==> src/rtl/apb_timer_slave.sv <==
// APB2 slave: 32-bit down-counting timer with sticky EXPIRED flag and level Irq; PRdata registered at read setup.
// Optional prescaler: define TIMER_PRESCALER_EN to build the PRESCALE register and prescale counter.
module apb_timer_slave #(
  parameter int unsigned PRESC_W  = 16,
  parameter logic [31:0] LOAD_RST = 32'd0
) (
  input  logic        Hclk,
  input  logic        Hreset,
  input  logic        Psel,
  input  logic        Penable,
  input  logic        Pwrite,
  input  logic [31:0] Paddr,
  input  logic [31:0] PWdata,
  output logic [31:0] PRdata,
  output logic        Irq
);

  localparam logic [2:0] A_CTRL   = 3'd0;
  localparam logic [2:0] A_LOAD   = 3'd1;
  localparam logic [2:0] A_VALUE  = 3'd2;
  localparam logic [2:0] A_PRESC  = 3'd3;
  localparam logic [2:0] A_STATUS = 3'd4;

  logic [2:0]  ctrl_q, ctrl_d;
  logic [31:0] load_q, load_d;
  logic [31:0] value_q, value_d;
  logic [31:0] prdata_q, prdata_d;
  logic        expired_q, expired_d;
  logic [31:0] presc_rd;
  logic        tick;
  logic        wr_en, rd_setup;
  logic [2:0]  reg_sel;
  logic        unused_addr;

  assign reg_sel     = Paddr[4:2];
  assign wr_en       = Psel & Penable & Pwrite;
  assign rd_setup    = Psel & ~Penable & ~Pwrite;
  assign unused_addr = ^{Paddr[31:5], Paddr[1:0]};

`ifdef TIMER_PRESCALER_EN
  logic [PRESC_W-1:0] presc_q, presc_d;
  logic [PRESC_W-1:0] pcnt_q, pcnt_d;

  always_comb begin
    presc_d = presc_q;
    if (wr_en && reg_sel == A_PRESC) presc_d = PWdata[PRESC_W-1:0];
    tick   = ctrl_q[0] && (pcnt_q == presc_q);
    // Count is forced to 0 while disabled so a restart always gets a full prescale period.
    pcnt_d = '0;
    if (ctrl_q[0] && !tick) pcnt_d = pcnt_q + 1'b1;
    presc_rd = '0;
    presc_rd[PRESC_W-1:0] = presc_q;
  end

  always_ff @(posedge Hclk or posedge Hreset) begin
    if (Hreset) begin
      presc_q <= '0;
      pcnt_q  <= '0;
    end else begin
      presc_q <= presc_d;
      pcnt_q  <= pcnt_d;
    end
  end
`else
  assign tick     = ctrl_q[0];
  assign presc_rd = '0;
`endif

  // Later assignments win: expiry beats W1C, register writes beat the tick update.
  always_comb begin
    ctrl_d    = ctrl_q;
    load_d    = load_q;
    value_d   = value_q;
    expired_d = expired_q;
    if (wr_en && reg_sel == A_STATUS && PWdata[0]) expired_d = 1'b0;
    if (tick) begin
      if (value_q != 32'd0) begin
        value_d = value_q - 32'd1;
      end else begin
        expired_d = 1'b1;
        if (ctrl_q[1]) value_d = load_q;
        else           ctrl_d[0] = 1'b0;
      end
    end
    if (wr_en && reg_sel == A_CTRL) ctrl_d = PWdata[2:0];
    if (wr_en && reg_sel == A_LOAD) begin
      load_d  = PWdata;
      value_d = PWdata;
    end
  end

  always_comb begin
    prdata_d = prdata_q;
    if (rd_setup) begin
      case (reg_sel)
        A_CTRL:   prdata_d = {29'd0, ctrl_q};
        A_LOAD:   prdata_d = load_q;
        A_VALUE:  prdata_d = value_q;
        A_PRESC:  prdata_d = presc_rd;
        A_STATUS: prdata_d = {31'd0, expired_q};
        default:  prdata_d = 32'd0;
      endcase
    end
  end

  always_ff @(posedge Hclk or posedge Hreset) begin
    if (Hreset) begin
      ctrl_q    <= 3'd0;
      load_q    <= LOAD_RST;
      value_q   <= 32'd0;
      expired_q <= 1'b0;
      prdata_q  <= 32'd0;
    end else begin
      ctrl_q    <= ctrl_d;
      load_q    <= load_d;
      value_q   <= value_d;
      expired_q <= expired_d;
      prdata_q  <= prdata_d;
    end
  end

  assign PRdata = prdata_q;
  assign Irq    = expired_q & ctrl_q[2];

endmodule

==> config.mk <==
export PLATFORM = sky130hd
export DESIGN_NAME = apb_timer_slave
export DESIGN_NICKNAME = d
export VERILOG_FILES = /design/src/rtl/apb_timer_slave.sv
export SDC_FILE = /design/constraint.sdc
export NUM_CORES = 1
export LEC_CHECK = 0
export BUFFER_PORTS_ARGS = -buffer_cell sky130_fd_sc_hd__buf_2
export CAP_MARGIN = 15
export CORE_UTILIZATION = 25
export DETAILED_ROUTE_END_ITERATION = 10
export MAX_ROUTING_LAYER = met4
export PLACE_DENSITY = 0.44
export SLEW_MARGIN = 40
export SYNTH_ARGS = -nofsm -noshare
export SYNTH_HDL_FRONTEND = slang
export SYNTH_SLANG_ARGS = --single-unit
==> constraint.sdc <==
create_clock -name Hclk -period 3.65 [get_ports Hclk]
set_input_delay 0.73 -clock Hclk [delete_from_list [all_inputs] [get_ports Hclk]]
set_output_delay 0.73 -clock Hclk [all_outputs]
set_load 0.05 [all_outputs]
==> impl_metrics.tcl <==
set metrics [dict create \
    cts_buffer_depth 2 \
    ys_types 63 \
    p_per_area_nw_per_um2 570 \
    cts_num_sinks 100 \
    synth_fp_nets 697 \
    gp_congestion 0.829 \
    syn_avg_cell_area_sq_um 8.55 \
    clock.fmax_mhz 353 \
    io_buffers 72 \
    ctsResizeCount 0 \
    cts_hold_buf 0 \
    maxCapViolCount 0 \
    placementRows 53 \
    grt.overflow.total 0 \
    yosysTopAreaCell "dfrtp_1" \
    synth_fa_ha_area_share_pct 0.468 \
    setup_viol 0 \
    core_area_sq_um 21000 \
    die-width_um 148 \
    cts_setup_buffers 0 \
    yosys_register_bits 100 \
    synthMuxAreaShare_pct 0.772 \
    grt_max_degree 53 \
    endpoint_kind "register" \
    layout_common_cells "nand2_1, dfrtp_1, buf_2" \
    peakVddDrop_uv 196 \
    drcViolationCount 0 \
    drt-initial-drc-count 430 \
    wirelength_um 17700 \
    min_period_ns 2.83 \
    clockRootBuffer "clkbuf_16" \
    max-slew-margin-rel_pct 47.6 \
    htree_levels 3 \
    num_antenna_cells 0 \
    yosysSeqAreaShare_pct 46.8 \
    syn_area_sq_um 5350 \
    clk-insertion-delay-late_ns 0.37 \
    synthTopCellsByArea "dfrtp_1, nand2_1, o21ai_0" \
    nFillCells 2222 \
    p_leak_nw 2.82 \
    cp_cell_sequence "nor4_1, and4_1, nand3_1, buf_4, nand2_1, a21oi_1, a221o_1" \
    synth_compound_area_share_pct 21.4 \
    dp_hpwl_um 12200 \
    worst-slew-pin-transition_ns 0.786 \
    fin_cells 965 \
    drive_gt1_share_pct 19.1 \
    crit_fanout 12 \
    die_y_um 148 \
    nets 756 \
    synthSimpleGateAreaFrac_pct 23.5 \
    synth_top_family_by_area "simple AND/OR/NAND/NOR gates" \
    netlist.area_leader.share_pct 46.8 \
    grt_first_pass_wirelength_um 28300 \
    hp-class "input pin to async pin" \
    multi_input_area_sq_um 2630 \
    crit_path_max_incr_delay_ns 0.66 \
    antenna_left 0 \
    synth_edf_count 0 \
    rsz0062_at_grt "no" \
    avgViaCountPerCell 5.09 \
    synth_xor_xnor_area_share_pct 2.62 \
    skew_ns 0.00786 \
    dr.pass1.iters 4 \
    boundaryPins 102 \
    numCtsBuffers 9 \
    synth_flop_cell "dfrtp_1" \
    grt_util_all_layers_pct 17.5 \
    initial_core_util_pct 25.5 \
    crit_required_ns 3.90 \
    period_share_pct 77.6 \
    timing_hold_violations_final 0 \
    path_class "register to register" \
    dieArea_sq_um 22000 \
    cp_top_family "simple AND/OR/NAND/NOR gates" \
    antenna_found_initial 0 \
    layout_commonest_cell "nand2_1" \
    cts_tree "yes" \
    critPathLaunchType "register" \
    clkTransAtPathRegs_ns 0.07 \
    vias 4914 \
    finalMaxSlewViolations 0 \
    synth-async-reset-ratio_pct 100 \
    synthCells 626 \
    dp_cells 949 \
    wl_per_cell_um 18.3 \
    regArea_sq_um 2500 \
    syn2layout_area_growth_pct 18.5 \
    worstPathArrival_ns 3.08 \
    slowest_stage "nor4_1" \
    yosysWarnings 0 \
    grt_pass1_vias 4946 \
    setup_tns_ns 0 \
    cp_num_buf_inv 1 \
    outcome "completed" \
]
-- through the flow --
stage	worst slack (ns)	hold WS [ns]	total power, mW	cell area, sq um	utilization, %
after detailed placement	0.845	0.470	2.65	6050	28.8
after floorplan	0.301	0.460	2.33	5350	-
after global routing	0.486	0.514	3.84	6340	30.2
after global placement	0.914	0.460	2.62	6050	28.8
final	0.818	0.446	3.61	6340	30.2
after CTS	0.814	0.486	3.64	6340	30.2
-- worst paths after layout --
kind | from | endpoint | slack [ns] | depth (start not counted)
max | value_q[4]$_DFFE_PP0P_ | value_q[13]$_DFFE_PP0P_ | 0.82 | 7
min | Hreset | PRdata[29]$_DFFE_PP0P_ | 0.45 | 2
max reg2reg | value_q[4]$_DFFE_PP0P_ | value_q[13]$_DFFE_PP0P_ | 0.82 | 7
min reg2reg | PRdata[24]$_DFFE_PP0P_ | PRdata[24]$_DFFE_PP0P_ | 0.47 | 2
max in group asynchronous | Hreset | value_q[20]$_DFFE_PP0P_ | 2.48 | 3
min in group Hclk | PRdata[24]$_DFFE_PP0P_ | PRdata[24]$_DFFE_PP0P_ | 0.47 | 2
-- area by class of cell --
cell class              instances  area share [%]
clock buffers                  11            3.67
clock inverters                 5           0.829
inverters                      13           0.809
multi-input cells             468            41.4
flip-flops and latches        100            39.5
well taps                     275            5.43
repair buffers                 93            8.37
-- routing by layer --
metal / wire length, um / vias to the layer above / GRT usage [%]
met1: 8540 / 2448 / 23.2
met2: 8130 / 103 / 26.7
li1: - / 2340 / -
met4: 286 / 0 / 7.47
met3: 705 / 23 / 2.33
met5: 0 / - / -
-- kinds of logic after synthesis --
group / count (synthesis)
AND/OR/NAND/NOR: 273
AO/OA/AOI/OAI: 173
flip-flops: 100
buffers and inverters: 58
XOR/XNOR: 16
multiplexers: 4
adder cells (fa/ha/maj): 2
-- registers in the layout (all words and copies together), names as in the netlist --
signal / cells
value_q: 32
expired_q: 1
load_q: 32
ctrl_q: 3
PRdata: 32
-- cells in the mapped netlist, drive strengths merged, types with 4 or more instances --
library cell	count
buf	10
nand2	155
clkbuf	35
or4	4
o211ai	12
a21oi	20
inv	13
o21a	9
o311ai	5
xnor2	8
nand4	6
a31oi	11
xor2	8
nor4	14
nor2	37
dfrtp	100
nand3	11
a22oi	30
o21ai	58
nor3	22
-- power breakdown --
part,internal [mW],switching (mW),leakage (nW),total [mW]
Combinational,0.393,0.560,1.40,0.953
Sequential,1.33,0.348,1.28,1.68
Clock,0.529,0.446,0.139,0.975
(Power assumes the default switching activity.)
